File: src/rtl/add_pipe_pkg.sv
// rtl/add_pipe_pkg.sv - shared mode encodings and default geometry for add_pipe
package add_pipe_pkg;

    localparam int DEFAULT_WIDTH  = 16;
    localparam int DEFAULT_STAGES = 4;

    typedef enum logic [1:0] {
        MODE_ADD = 2'd0,
        MODE_INC = 2'd1,
        MODE_SUB = 2'd2,
        MODE_DEC = 2'd3
    } mode_e;

endpackage

File: src/rtl/add_slice.sv
// rtl/add_slice.sv - combinational SW-bit ripple-carry slice with carry into its top bit
module add_slice #(
    parameter int SW = 4
) (
    input  logic [SW-1:0] x,
    input  logic [SW-1:0] y,
    input  logic          ci,
    output logic [SW-1:0] s,
    output logic          co,
    output logic          c_msb_in
);

    logic [SW:0] c;

    always_comb begin
        c    = '0;
        s    = '0;
        c[0] = ci;
        for (int i = 0; i < SW; i++) begin
            s[i]   = x[i] ^ y[i] ^ c[i];
            c[i+1] = (x[i] & y[i]) | (c[i] & (x[i] ^ y[i]));
        end
    end

    assign co       = c[SW];
    assign c_msb_in = c[SW-1];

endmodule

File: src/rtl/add_pipe.sv
// rtl/add_pipe.sv - pipelined add/inc/sub/dec, one SW-bit slice resolved per stage
module add_pipe
    import add_pipe_pkg::*;
#(
    parameter int WIDTH  = DEFAULT_WIDTH,
    parameter int STAGES = DEFAULT_STAGES
) (
    input  logic             clock,
    input  logic             reset,
    input  logic             in_valid,
    output logic             in_ready,
    input  logic [WIDTH-1:0] a,
    input  logic [WIDTH-1:0] b,
    input  logic             cin,
    input  logic [1:0]       mode,
    output logic             out_valid,
    input  logic             out_ready,
    output logic [WIDTH-1:0] sum,
    output logic             cout,
    output logic             ovf,
    output logic             zero
);

    localparam int SW = WIDTH / STAGES;

    logic             en;
    logic [WIDTH-1:0] x_map;
    logic [WIDTH-1:0] y_map;
    logic             c_map;

    // Every mode collapses onto X + Y + C so the slices never see the mode.
    always_comb begin
        x_map = a;
        y_map = b;
        c_map = cin;
        unique case (mode_e'(mode))
            MODE_ADD: begin
                y_map = b;
                c_map = cin;
            end
            MODE_INC: begin
                y_map = '0;
                c_map = 1'b1;
            end
            MODE_SUB: begin
                y_map = ~b;
                c_map = 1'b1;
            end
            MODE_DEC: begin
                y_map = '1;
                c_map = 1'b0;
            end
        endcase
    end

    assign en       = !out_valid || out_ready;
    assign in_ready = en;

    for (genvar s = 0; s < STAGES; s++) begin : g_stage
        localparam int RW = (STAGES - s) * SW;  // operand bits still unconsumed entering this stage
        localparam int DW = (s + 1) * SW;       // result bits resolved once this stage completes

        logic [RW-1:0] xi;
        logic [RW-1:0] yi;
        logic          ci;
        logic          vi;
        logic [SW-1:0] s_slice;
        logic          co;
        logic          cm;
        logic [DW-1:0] res_new;
        logic [DW-1:0] res_q;
        logic [DW-1:0] res_d;
        logic          valid_q;
        logic          valid_d;
        logic          carry_q;
        logic          carry_d;

        if (s == 0) begin : g_head
            assign xi      = x_map;
            assign yi      = y_map;
            assign ci      = c_map;
            assign vi      = in_valid && in_ready;
            assign res_new = s_slice;
        end else begin : g_body
            assign xi      = g_stage[s-1].g_fwd.x_q;
            assign yi      = g_stage[s-1].g_fwd.y_q;
            assign ci      = g_stage[s-1].carry_q;
            assign vi      = g_stage[s-1].valid_q;
            assign res_new = {s_slice, g_stage[s-1].res_q};
        end

        add_slice #(.SW(SW)) u_slice (
            .x        (xi[SW-1:0]),
            .y        (yi[SW-1:0]),
            .ci       (ci),
            .s        (s_slice),
            .co       (co),
            .c_msb_in (cm)
        );

        always_comb begin
            valid_d = en ? vi      : valid_q;
            carry_d = en ? co      : carry_q;
            res_d   = en ? res_new : res_q;
        end

        always_ff @(posedge clock or posedge reset) begin
            if (reset) begin
                valid_q <= 1'b0;
                carry_q <= 1'b0;
                res_q   <= '0;
            end else begin
                valid_q <= valid_d;
                carry_q <= carry_d;
                res_q   <= res_d;
            end
        end

        if (s < STAGES - 1) begin : g_fwd
            logic [RW-SW-1:0] x_q;
            logic [RW-SW-1:0] x_d;
            logic [RW-SW-1:0] y_q;
            logic [RW-SW-1:0] y_d;
            logic             cm_unused;

            // Only the final slice's MSB carry feeds the overflow flag.
            assign cm_unused = cm;

            always_comb begin
                x_d = en ? xi[RW-1:SW] : x_q;
                y_d = en ? yi[RW-1:SW] : y_q;
            end

            always_ff @(posedge clock or posedge reset) begin
                if (reset) begin
                    x_q <= '0;
                    y_q <= '0;
                end else begin
                    x_q <= x_d;
                    y_q <= y_d;
                end
            end
        end else begin : g_tail
            logic cmsb_q;
            logic cmsb_d;
            logic zero_q;
            logic zero_d;

            // Zero is registered so it reads 0 out of reset rather than NOR of a cleared sum.
            always_comb begin
                cmsb_d = en ? cm         : cmsb_q;
                zero_d = en ? ~|res_new  : zero_q;
            end

            always_ff @(posedge clock or posedge reset) begin
                if (reset) begin
                    cmsb_q <= 1'b0;
                    zero_q <= 1'b0;
                end else begin
                    cmsb_q <= cmsb_d;
                    zero_q <= zero_d;
                end
            end

            assign out_valid = valid_q;
            assign sum       = res_q;
            assign cout      = carry_q;
            assign ovf       = carry_q ^ cmsb_q;
            assign zero      = zero_q;
        end
    end

endmodule

File: config.mk
export PLATFORM = sky130hd
export DESIGN_NAME = add_pipe
export DESIGN_NICKNAME = d
export VERILOG_FILES = /design/src/rtl/add_pipe_pkg.sv /design/src/rtl/add_slice.sv /design/src/rtl/add_pipe.sv
export SDC_FILE = /design/constraint.sdc
export NUM_CORES = 1
export LEC_CHECK = 0
export CORE_ASPECT_RATIO = 1.4
export CORE_MARGIN = 2
export CORE_UTILIZATION = 45
export DETAILED_ROUTE_END_ITERATION = 10
export GPL_TIMING_DRIVEN = 0
export PLACE_DENSITY = 0.67
export SLEW_MARGIN = 20
export SYNTH_ARGS = -nofsm -noshare
export SYNTH_HDL_FRONTEND = slang
export SYNTH_SLANG_ARGS = --single-unit
File: constraint.sdc
create_clock -name clock -period 3.8 [get_ports clock]
set_input_delay 0.95 -clock clock [delete_from_list [all_inputs] [get_ports clock]]
set_output_delay 0.95 -clock clock [all_outputs]
set_load 0.05 [all_outputs]
## Yosys cells after proc, flatten, opt, wreduce, memory -nomap -nowiden

Cells that the tools add are included.

| operators by class | value |
|---|---|
| equal/unequal tests | 3 |
| muxes and demuxes | 2 |
| bitwise logic cells | 82 |
| reduce and logical (&&, ||, !) cells | 7 |

Operator list:

| operator | count |
|---|---|
| $pmux 16 s4 | 1 |
| $xor 1x1->1 | 33 |
| $and 1x1->1 | 32 |
| $not 16->16 | 1 |
| $or 1x1->1 | 16 |
| $reduce_or 16->1 | 1 |
| $eq 2x2->1 const B | 2 |
| $pmux 1 s3 | 1 |
| $eq 2x1->1 const B | 1 |
| $logic_not 1->1 | 2 |
| $logic_not 2->1 | 1 |
| $reduce_or 2->1 | 1 |
| $logic_and 1x1->1 | 1 |
| $logic_or 1x1->1 | 1 |

| word-level totals | value |
|---|---|
| register bits after elaboration | 98 |
| input bits | 39 |
| output and inout bits | 21 |
| logic and storage cells | 114 |

## Logic depth before layout (Yosys ltp)

| logic depth | value |
|---|---|
| depth after elaboration | 11 |
| mapped depth | 14 |
| depth with buffers taken out | 13 |

## By module

From an unflattened synthesis, not the netlist that was laid out.

| unflattened totals | value |
|---|---|
| cell total of the unflattened synthesis | 514 |
| area, all modules | 4,544.4 um^2 |

Modules (own cells, without submodules):

| module | times used | cells an instance | area each (um^2) | sequential area each (um^2) |
|---|---|---|---|---|
| add_pipe | 1 | 466 | 4,103.9 | 2,452.4 |
| add_slice | 4 | 12 | 110.1 | 0.0 |

## Least setup slack after synthesis

OpenSTA, ideal clock, no wires.

| path | value |
|---|---|
| kind | input-to-reg |
| from | input port mode[0] |
| to | register g_stage[0].res_q[3] |
| setup time | 0.117 ns |
| data arrival time | 3.189 ns |
| required time | 3.683 ns |
| slack | 0.495 ns |
| stages | 14 |
| buffers on the path | 1 |
| path through | inv_1 > ha_1 > buf_2 > a211oi_1 > a21o_1 > fa_1 > inv_1 > fa_1 > inv_1 > fa_1 > inv_1 > fa_1 > nand2_1 > nand2_1 |

| on the way | value |
|---|---|
| cells in the longest elaborated chain, start to end | 10 |
| elaborated cells on any way between the ends | 21 |
| classes of those cells | eq/ne: 3; mux: 2; bitwise: 14; reduce/logical: 2 |

RTL lines:

| element | RTL line | source |
|---|---|---|
| from (decl) | add_pipe.sv:15 | `input logic [1:0] mode,` |
| $eq 2x2->1, or another cell as far along | add_pipe.sv:36 | `unique case (mode_e'(mode))` |
| $pmux 16 s4 or $reduce_or 2->1 (tied branches) | - |  |
| $xor 1x1->1 or $pmux 1 s3 (tied branches) | add_slice.sv:21, add_pipe.sv:36 |  |
| $and 1x1->1 | add_slice.sv:21 | `c[i+1] = (x[i] & y[i]) \| (c[i] & (x[i] ^ y[i]));` |
| $or 1x1->1 | add_slice.sv:21 |  |
| $and 1x1->1 | add_slice.sv:21 |  |
| $or 1x1->1 | add_slice.sv:21 |  |
| $and 1x1->1 | add_slice.sv:21 |  |
| $or 1x1->1 | add_slice.sv:21 |  |
| $xor 1x1->1 * | add_slice.sv:20 | `s[i] = x[i] ^ y[i] ^ c[i];` |
| net g_stage[0].res_new[3] | add_pipe.sv:70 | `logic [DW-1:0] res_new;` |
| to (signal assigned) | add_pipe.sv:115 | `res_q <= res_d;` |
| to (decl) | add_pipe.sv:71 | `logic [DW-1:0] res_q;` |

The timed path passes the listed nets; every way through them passes the cells marked *.
A chain may end at the register's enable or synchronous reset.

## Worst setup path after layout

| path | value |
|---|---|
| from | input port out_ready |
| to | output port in_ready |

| on the way | value |
|---|---|
| cells in the longest elaborated chain, start to end | 1 |

RTL lines:

| element | RTL line | source |
|---|---|---|
| from (decl) | add_pipe.sv:17 | `input logic out_ready,` |
| $logic_or 1x1->1 | add_pipe.sv:56 | `assign en = !out_valid \|\| out_ready;` |
| to (decl) | add_pipe.sv:11 | `output logic in_ready,` |

No other way between the ends.

==> flow_metrics.tcl <==
set metrics [dict create \
    final_cell_mix "211 x sky130_fd_sc_hd__nand2_1, 98 x sky130_fd_sc_hd__dfrtp_1, 59 x sky130_fd_sc_hd__clkdlybuf4s50_1, 34 x sky130_fd_sc_hd__inv_1, 16 x sky130_fd_sc_hd__fa_1" \
    min_period_ns 3.72 \
    lkg_pwr_nw 2.76 \
    grt_max_degree 60 \
    fin_crit_sh_pct 97.9 \
    grt_first_pass_wirelength_um 15400 \
    initial_cell_density_of_the_core_pct 45.7 \
    avgRoutedWirePerCell_um 12.9 \
    cts.root.buffer_cell "sky130_fd_sc_hd__clkbuf_16" \
    antenna-diode-count 0 \
    drive_above_1_share_pct 9.48 \
    tightestPinTransition_ns 0.505 \
    gp_routability_congestion 0.782 \
    slew_headroom_pct 66.2 \
    detail_route.iter0.violations 154 \
    cp_slowest_stage_delay_ns 0.82 \
    rsz0062_at_grt "false" \
    globalRouteOverflowTotal 0 \
    cts_buffer_depth 2 \
    core_um2 9850 \
    grt_antenna_before_repair 0 \
    hp-class "register to register" \
    nets 612 \
    start_kind "input pin" \
    synthesis.yosys.warnings 0 \
    compound_gate_portion_of_the_synthesized_area_pct 7.42 \
    place_worst_setup_slack_ns -0.206 \
    critical_path_class "input pin to output port" \
    critical_path.cell_chain "clkdlybuf4s50_1 -> nor2b_2 -> inv_2 -> buf_6 -> buf_6 -> clkdlybuf4s50_1" \
    clock_network_latency_to_the_later_pin_of_the_worst_skew_pair_ns 0.34 \
    synth-seq-cells 98 \
    arrival_ns 2.77 \
    io-pin-count 60 \
    timing.clock.skew_ns 0.00708 \
    dpl.cell_count 678 \
    hpwlAfterDp_um 6720 \
    ys_seq_area_share_pct 54.4 \
    slowest_cell_on_the_critical_path "sky130_fd_sc_hd__clkdlybuf4s50_1" \
    timing.final.hold_violations 0 \
    synth_fp_nets 541 \
    cts_tree "yes" \
    drv.max_cap_violation_count 0 \
    synth_area_per_cell_um2 9.33 \
    route.antenna.remaining_nets 0 \
    num_rows 43 \
    setup_viol 0 \
    max_clock_freq_mhz 269 \
    synth_simple_gate_area_share_pct 23.1 \
    power.density_nw_per_um2 802 \
    cts.reportedPaths.clkPinSlew_ns 0.06 \
    flow.area_growth_from_synthesis_pct 24.1 \
    synthTopCellsByArea "sky130_fd_sc_hd__dfrtp_1 54%, sky130_fd_sc_hd__nand2_1 18%, sky130_fd_sc_hd__fa_1 7.1%" \
    h-tree-depth 3 \
    drtPass1Iterations 4 \
    post_synth_inst_count 483 \
    grt_pass1_vias 3316 \
    synth_top_cell_area_share_pct 54.4 \
    cp_max_fo 10 \
    finalWorstSetupSlack_ns 0.0784 \
    synth.largest_area_cell "sky130_fd_sc_hd__dfrtp_1" \
    finalNonFillerCells 694 \
    routed_wl_um 8940 \
    synth.mux.area_fraction_pct 0.222 \
    hold-worst-slack_ns 0.460 \
    final_max_slew_viols 0 \
    synth_area_um2 4500 \
    ir_drop_mv 0.333 \
    cts_made_buffers 9 \
    run_status "completed" \
    clock_sink_count 98 \
    endpoint_class_of_the_critical_path "output port" \
    fp.dieArea_um2 10800 \
    mostFrequentLayoutCell "sky130_fd_sc_hd__nand2_1" \
    synth.lib_cells_used.distinct 29 \
    drt_drc_violations_left 0 \
    die_span_in_y_um 122 \
    parity_gate_share_of_the_synthesized_area_counting_xor_and_xnor_cells_pct 0.194 \
    combinational_family_with_the_most_area_after_synthesis "simple AND/OR/NAND/NOR gates" \
    post_cts_hold_buffer_count 0 \
    avgViaCountPerCell 4.67 \
    groute.usage.overall_pct 18.8 \
    yosys.area_share.adder_pct 7.94 \
    total_number_of_vias 3238 \
    worst_ep_required_time_ns 2.85 \
    place.port_buffers 59 \
    die_x_um 88.6 \
]
## routing by layer
layer	vias up	GRT usage (%)	routed length, um
li1	1646	-	-
met1	1510	22.3	3760
met2	69	33.1	4710
met3	13	3.23	302
met4	0	7.77	172
met5	-	0	0
## power by group
part / total [W] / switching (W) / internal, W
Combinational: 0.00187 / 0.00116 / 0.000715
Sequential: 0.00176 / 0.000261 / 0.00150
Clock: 0.000850 / 0.000354 / 0.000495
Total: 0.00449 / 0.00177 / 0.00271
## sequential cells by signal, summed over array words and instances (netlist names)
name,count
g_stage.g_fwd.x_q,24
g_stage.g_fwd.y_q,24
g_stage.res_q,24
sum,16
g_stage.carry_q,3
g_stage.valid_q,3
cout,1
g_stage.g_tail.cmsb_q,1
out_valid,1
zero,1
## cell usage after synthesis
cell type,n
sky130_fd_sc_hd__nor2_1,12
sky130_fd_sc_hd__a21oi_1,5
sky130_fd_sc_hd__o21ai_0,15
sky130_fd_sc_hd__o311ai_0,6
sky130_fd_sc_hd__nor4b_1,3
sky130_fd_sc_hd__buf_6,3
sky130_fd_sc_hd__clkbuf_2,1
sky130_fd_sc_hd__nor2b_2,1
sky130_fd_sc_hd__clkbuf_1,2
sky130_fd_sc_hd__fa_1,16
sky130_fd_sc_hd__nand2b_1,12
sky130_fd_sc_hd__mux2i_1,1
sky130_fd_sc_hd__a21o_1,2
sky130_fd_sc_hd__dfrtp_1,98
sky130_fd_sc_hd__nand4_1,1
sky130_fd_sc_hd__xor2_1,1
sky130_fd_sc_hd__buf_2,13
sky130_fd_sc_hd__a21oi_2,9
sky130_fd_sc_hd__inv_1,35
sky130_fd_sc_hd__nor4_1,1
sky130_fd_sc_hd__nor2b_1,12
sky130_fd_sc_hd__inv_2,1
sky130_fd_sc_hd__buf_4,7
sky130_fd_sc_hd__a211oi_1,4
sky130_fd_sc_hd__o311ai_1,6
sky130_fd_sc_hd__nand2_1,211
sky130_fd_sc_hd__o21ai_1,1
sky130_fd_sc_hd__ha_1,3
sky130_fd_sc_hd__or2b_1,1
## worst max-delay path, delay by kind of cell
| family | cells | cell delay (ns) |
|---|---|---|
| and+or+nand+nor | 1 | 0.06 |
| buffers and inverters | 5 | 1.76 |
## kinds of logic after synthesis
group           Yosys count
fa+ha+maj                19
compound gates           48
simple gates            254
xor+xnor                  1
mux                       1
flops                    98
buf+inv                  62
## path summary, 6_finish.rpt
path	startpoint	end	slack (ns)	cells past startpoint
worst max-delay path	out_ready	in_ready	0.08	6
worst min-delay path	sum[5]	sum[5]	0.46	2
worst max register to register	g_stage[2].carry_q	zero	1.04	10
worst min register to register	sum[5]	sum[5]	0.46	2
max in group asynchronous	reset	sum[0]	2.22	3
min in group asynchronous	reset	g_stage[2].res_q[11]	0.98	2
## per-stage QoR
| step | power [W] | setup TNS, ns | area [um2] | util [%] |
|---|---|---|---|---|
| after floorplan | 0.00306 | 0 | 4500 | - |
| after global placement | 0.00361 | -107.08 | 5260 | 53.5 |
| after detailed placement | 0.00367 | -0.206 | 5300 | 53.8 |
| after CTS | 0.00454 | 0 | 5580 | 56.7 |
| after global routing | 0.00484 | 0 | 5590 | 56.8 |
| final | 0.00449 | 0 | 5590 | 56.8 |
## cell type report
class / count / area, um2
fill: 908 / 4260
sequential: 98 / 2450
multi-input combinational: 323 / 1760
timing repair buffer: 60 / 618
clock buffer: 14 / 274
buffer: 26 / 169
tap: 135 / 169
inverter: 36 / 140
clock inverter: 2 / 10.0
## timing repair
action                     4_1_cts  5_1_grt
setup buffers                    0        0
setup endpoints to repair        0        1
gates resized for setup          0        4
Power figures use the tool's default switching activity.
